--- src/rtl/stage5_field_extract_pipe.sv ---
// stage5_field_extract_pipe: per-lane field extractor with a 2-entry output FIFO
// per lane. A beat is accepted by all lanes together; lanes drain independently.
// Optional hit/miss statistics counters are built when STAGE5_FIELD_STATS_EN is defined.
module stage5_field_extract_pipe #(
    parameter int unsigned NUM_CH                 = 3,
    parameter int unsigned MSG_BITS               = 256,
    parameter int unsigned FIELD_BITS             = 32,
    parameter int unsigned FIELD_LSB              = 64,
    parameter int unsigned MUX_W                  = 4,
    parameter logic [MUX_W-1:0] MUX_SEL           = MUX_W'(4'h1),
    parameter logic [FIELD_BITS-1:0] DEFAULT_VAL  = '0,
    parameter int unsigned CNT_W                  = 16
) (
    input  logic                         clk,
    input  logic                         rst_n,
    input  logic                         message_en,
    output logic                         message_ready,
    input  logic [NUM_CH*MSG_BITS-1:0]   message,
    input  logic [NUM_CH*MUX_W-1:0]      message_mux_control,
    output logic [NUM_CH-1:0]            field_valid,
    input  logic [NUM_CH-1:0]            field_ready,
    output logic [NUM_CH*FIELD_BITS-1:0] field_data,
    output logic [NUM_CH-1:0]            field_hit
`ifdef STAGE5_FIELD_STATS_EN
    ,
    output logic [NUM_CH*CNT_W-1:0]      hit_cnt,
    output logic [NUM_CH*CNT_W-1:0]      miss_cnt
`endif
);

    localparam int unsigned DEPTH = 2;

    // FIFO state per lane
    logic [1:0]            cnt_q    [NUM_CH];
    logic [1:0]            cnt_d    [NUM_CH];
    logic [NUM_CH-1:0]     wr_ptr_q, wr_ptr_d;
    logic [NUM_CH-1:0]     rd_ptr_q, rd_ptr_d;
    logic [FIELD_BITS-1:0] data_q   [NUM_CH][DEPTH];
    logic [FIELD_BITS-1:0] data_d   [NUM_CH][DEPTH];
    logic                  hit_q    [NUM_CH][DEPTH];
    logic                  hit_d    [NUM_CH][DEPTH];

    logic [NUM_CH-1:0]     pop_c;
    logic [NUM_CH-1:0]     can_take_c;
    logic [NUM_CH-1:0]     lane_hit_c;
    logic [FIELD_BITS-1:0] lane_val_c [NUM_CH];
    logic                  push_c;

    // Only the field slice of each lane is consumed; the rest is reduced away here.
    logic unused_message_bits;
    assign unused_message_bits = ^message;

    // Per-lane handshake terms and field selection
    always_comb begin
        for (int i = 0; i < NUM_CH; i++) begin
            field_valid[i] = (cnt_q[i] != 2'd0);
            pop_c[i]       = field_valid[i] & field_ready[i];
            can_take_c[i]  = (cnt_q[i] != 2'd2) | pop_c[i];
            lane_hit_c[i]  = (message_mux_control[i*MUX_W +: MUX_W] == MUX_SEL);
            lane_val_c[i]  = lane_hit_c[i] ? message[i*MSG_BITS + FIELD_LSB +: FIELD_BITS]
                                           : DEFAULT_VAL;
        end
    end

    assign message_ready = &can_take_c;
    assign push_c        = message_en & message_ready;

    // Head entry drives the outputs; an empty lane shows the default
    always_comb begin
        for (int i = 0; i < NUM_CH; i++) begin
            field_data[i*FIELD_BITS +: FIELD_BITS] = field_valid[i] ? data_q[i][rd_ptr_q[i]]
                                                                   : DEFAULT_VAL;
            field_hit[i] = field_valid[i] & hit_q[i][rd_ptr_q[i]];
        end
    end

    // FIFO next state: push on accept, pop on consumer handshake
    always_comb begin
        cnt_d    = cnt_q;
        wr_ptr_d = wr_ptr_q;
        rd_ptr_d = rd_ptr_q;
        data_d   = data_q;
        hit_d    = hit_q;
        for (int i = 0; i < NUM_CH; i++) begin
            if (push_c) begin
                data_d[i][wr_ptr_q[i]] = lane_val_c[i];
                hit_d[i][wr_ptr_q[i]]  = lane_hit_c[i];
                wr_ptr_d[i]            = ~wr_ptr_q[i];
            end
            if (pop_c[i]) begin
                rd_ptr_d[i] = ~rd_ptr_q[i];
            end
            case ({push_c, pop_c[i]})
                2'b10:   cnt_d[i] = cnt_q[i] + 2'd1;
                2'b01:   cnt_d[i] = cnt_q[i] - 2'd1;
                default: cnt_d[i] = cnt_q[i];
            endcase
        end
    end

    // FIFO state register with synchronous active-low reset
    always_ff @(posedge clk) begin
        if (!rst_n) begin
            wr_ptr_q <= '0;
            rd_ptr_q <= '0;
            for (int i = 0; i < NUM_CH; i++) begin
                cnt_q[i] <= 2'd0;
                for (int e = 0; e < DEPTH; e++) begin
                    data_q[i][e] <= DEFAULT_VAL;
                    hit_q[i][e]  <= 1'b0;
                end
            end
        end else begin
            wr_ptr_q <= wr_ptr_d;
            rd_ptr_q <= rd_ptr_d;
            cnt_q    <= cnt_d;
            data_q   <= data_d;
            hit_q    <= hit_d;
        end
    end

`ifdef STAGE5_FIELD_STATS_EN
    logic [CNT_W-1:0] hit_cnt_q  [NUM_CH];
    logic [CNT_W-1:0] hit_cnt_d  [NUM_CH];
    logic [CNT_W-1:0] miss_cnt_q [NUM_CH];
    logic [CNT_W-1:0] miss_cnt_d [NUM_CH];

    // Saturating hit/miss counters, bumped once per accepted beat
    always_comb begin
        hit_cnt_d  = hit_cnt_q;
        miss_cnt_d = miss_cnt_q;
        for (int i = 0; i < NUM_CH; i++) begin
            if (push_c) begin
                if (lane_hit_c[i]) begin
                    if (hit_cnt_q[i] != {CNT_W{1'b1}}) hit_cnt_d[i] = hit_cnt_q[i] + CNT_W'(1);
                end else begin
                    if (miss_cnt_q[i] != {CNT_W{1'b1}}) miss_cnt_d[i] = miss_cnt_q[i] + CNT_W'(1);
                end
            end
        end
    end

    // Counter registers
    always_ff @(posedge clk) begin
        if (!rst_n) begin
            for (int i = 0; i < NUM_CH; i++) begin
                hit_cnt_q[i]  <= '0;
                miss_cnt_q[i] <= '0;
            end
        end else begin
            hit_cnt_q  <= hit_cnt_d;
            miss_cnt_q <= miss_cnt_d;
        end
    end

    // Flatten counters onto the output buses
    always_comb begin
        for (int i = 0; i < NUM_CH; i++) begin
            hit_cnt[i*CNT_W +: CNT_W]  = hit_cnt_q[i];
            miss_cnt[i*CNT_W +: CNT_W] = miss_cnt_q[i];
        end
    end
`endif

endmodule

--- config.mk ---
export PLATFORM = sky130hd
export DESIGN_NAME = stage5_field_extract_pipe
export DESIGN_NICKNAME = d
export VERILOG_FILES = /design/src/rtl/stage5_field_extract_pipe.sv
export SDC_FILE = /design/constraint.sdc
export NUM_CORES = 1
export LEC_CHECK = 0
export CELL_PAD_IN_SITES_DETAIL_PLACEMENT = 1
export CELL_PAD_IN_SITES_GLOBAL_PLACEMENT = 1
export CORE_AREA = 2 2 346 348
export DETAILED_ROUTE_END_ITERATION = 10
export DIE_AREA = 0 0 348 350
export HOLD_SLACK_MARGIN = 0.12
export PLACE_DENSITY = 0.42
export REMOVE_ABC_BUFFERS = 1
export SLEW_MARGIN = 20
export SYNTH_ARGS = -nofsm -noshare
export SYNTH_HDL_FRONTEND = slang
export SYNTH_SLANG_ARGS = --single-unit
--- constraint.sdc ---
create_clock -name clk -period 2.8 [get_ports clk]
set_input_delay 0.84 -clock clk [delete_from_list [all_inputs] [get_ports clk]]
set_output_delay 0.84 -clock clk [all_outputs]
set_load 0.005 [all_outputs]
==> run metrics <==
Post-CTS Hold Buffers=0; min-delay src=data_q[31]; R2R cell count=8; final setup fails=0; synth top area cells=dfxtp_1 (44%), mux2i_1 (30%), nand2_1 (12%); Slew HR=roughly 46%; Multi-input gate area=between 5000 and 6000 um^2; initial antenna violation count=12; most frequent cells in the layout=nand2_1 (294), mux2i_1 (263), dfxtp_1 (202); Routed met1 length=20400 um; CP Data Required Time=roughly 2.0 ns; YS warnings=0; total CTS buffers=30; max-cap violations=0; Clock Tree Buf Depth=3; Synth area leader=dfxtp_1; Final Max Slew Viols=0; Routed Antenna Nets=0; # IOs=889; fill count=13.69k; htree depth=1; Seq/Total Area, Yosys=43.82%; achievable frequency=358.0 MHz; Via density=2.872; Hold Path End=data_q[31]; Tmin final=2.793 ns; P_int=7.820 mW; DR WL met2=21460 um; Worst Max-Slew Pin Slew=0.8088 ns; die area=~120000 um^2; row count=126; worst vdd ir=around 0.00047 V; Placer Congestion=0.6730; most common cell after layout, fill and taps aside=nand2_1; grt ovf=0; RSZ-0062 raised after global routing=yes; drt pass-1 iters=4; RR Startpoint=cnt_q[2]; first-pass GRT wire length=63770 um; P_sw=3.663 mW; width of the die=approximately 350 um; Synth Instances=around 1.0k; Max Used Layer=met5; chip height=350 um; DRC errors left=0; All-Layer GR Usage=7.172%; critical setup path kind=primary input to output port; final hold vios=0; clk_lat worst skew=0.59 ns; fin crit share=99.75%; pin count of the biggest net entering global routing=138; Util after Layout=13.49%; reg2reg end=data_q[81]; met3 WL=between 2000 and 2500 um; top cell type's share of synthesized area=a little over two fifths; number of global-route vias before repair=9189; sequential power share=28.5%; Storage cell area=4229 um^2; via count=8257; fraction of layout cells with a size suffix above 1=about 18%; core footprint=~120000 um^2; Logic pwr share=35.6%; WP data arrival=1.95 ns; Clk pwr share=roughly 36%; crit path capture type=output port; Port Buf Inserts=approximately 220; status=finished clean; Net Sw Frac=31.90%; CTS Sinks=210; final WL=45100 um; synth unique cells=28; # diodes=0; wire per inst=15.69 um; Initial Util=8.147%; Power Density=a little over 700 nW/um^2; synthesized area per cell=~9 um^2; Root Driver=clkbuf_16; synthesized flop and latch total=210; initial DRC count=234; Clock Pin Slew Worst Setup and Hold Paths=~0.05 ns; Crit Path Max Fanout=2; critical path startpoint category=primary input; Clock Skews=approximately 0.018 ns; Worst Hold Class=flip-flop to flip-flop; Syn-to-layout area delta=65.58%; Leak=between 5 and 6 nW; CTS tree=built; Worst Hold Depth=2; synthesized area=~9600 um^2; power consumption=11.48 mW; Final HPWL DP=31250 um; Final #Nets=2105; reg2reg setup slack=0.60 ns
==> kinds of logic (layout without fill, tap and decap cells) <==
kind of cell	after synthesis	count (layout)	synth area share (%)
AO/OA/AOI/OAI	17	17	1.304
XOR/XNOR	9	9	0.8216
adder cells (fa/ha/maj)	3	3	0.3913
buffers and inverters	84	376	5.360
flip-flops	210	210	43.82
multiplexers	291	291	30.36
AND/OR/NAND/NOR	432	433	17.94
==> routing by layer <==
metal | track usage (%) | vias to the layer above
met1 | 8.943 | 4029
li1 | - | 3985
met2 | 12.35 | 187
met5 | 0 | -
met3 | 1.972 | 50
met4 | 1.352 | 6
==> power by group through the flow <==
stage / Sequential (mW) / Clock, mW / Combinational, mW
4_1_cts: 3.28 / 4.35 / 3.94
6_report: 3.27 / 4.12 / 4.09
5_1_grt: 3.30 / 4.44 / 4.38
2_1_floorplan: 3.40 / 0 / 1.29
3_3_place_gp: 3.26 / 0 / 2.87
3_5_place_dp: 3.27 / 0 / 2.92
==> metrics by stage <==
stage	hold slack (ns)	TNS [ns]	instances	cell area (um^2)	setup WS, ns
after global routing	0.4747	-0.2298	2875	15890	-0.02830
after global placement	0.4410	-70.30	2757	13750	-0.6256
after detailed placement	0.4492	-81.36	2758	13770	-0.6833
final	0.4558	0	2875	15890	0.007026
after CTS	0.4584	-0.9720	2852	15600	-0.1659
after floorplan	0.4341	-54.54	967	9099	-0.3231
==> layout make-up <==
| class | count | area share [%] |
|---|---|---|
| multi-input cells | 753 | 32.95 |
| flip-flops and latches | 210 | 26.62 |
| repair buffers | 316 | 21.56 |
| well taps | 1536 | 12.10 |
| clock buffers | 44 | 5.568 |
| clock inverters | 11 | 1.079 |
| inverters | 5 | 0.1181 |
==> critical path, stage by stage <==
cell,delay (ns)
clkdlybuf4s50_1,0.51
nor2_1,0.08
a211oi_1,0.29
buf_2,0.23
==> flip-flops by register name, indices dropped and copies added (netlist names) <==
| name | flops |
|---|---|
| hit_q | 6 |
| wr_ptr_q | 3 |
| data_q | 192 |
| cnt_q | 6 |
| rd_ptr_q | 3 |
==> Yosys cell counts <==
cell,instances
xnor2_1,6
o21ai_0,9
nor3_2,1
buf_4,1
and4b_1,1
clkbuf_1,46
nor3_1,1
buf_8,3
and2_1,12
a211oi_1,1
inv_1,5
dfxtp_1,210
mux2i_1,291
nor2b_1,3
a2111oi_4,1
and2b_1,3
buf_2,9
a21boi_0,3
or3_1,3
ha_1,3
buf_6,20
nand2_1,294
xor2_1,3
o21a_1,3
nor3b_1,2
nor2_1,104
nand3b_1,5
nand3_1,3
==> how the worst max path moves through the flow <==
stage | slack [ns] | endpoint | start
after floorplan | -0.32 | data_q[160] | message_mux_control[1]
after global placement | -0.63 | message_ready | field_ready[1]
after detailed placement | -0.68 | message_ready | field_ready[1]
after CTS | -0.17 | field_data[90] | rd_ptr_q[2]
after global routing | -0.03 | field_data[88] | rd_ptr_q[2]
final | 0.007 | message_ready | field_ready[0]
==> what timing repair did <==
item                       CTS  global route
gates resized for setup    220            55
setup endpoints to repair  103            47
pin swaps                   16            10
setup buffers               31            23
cloned                       8             2
(Power assumes the default switching activity.)
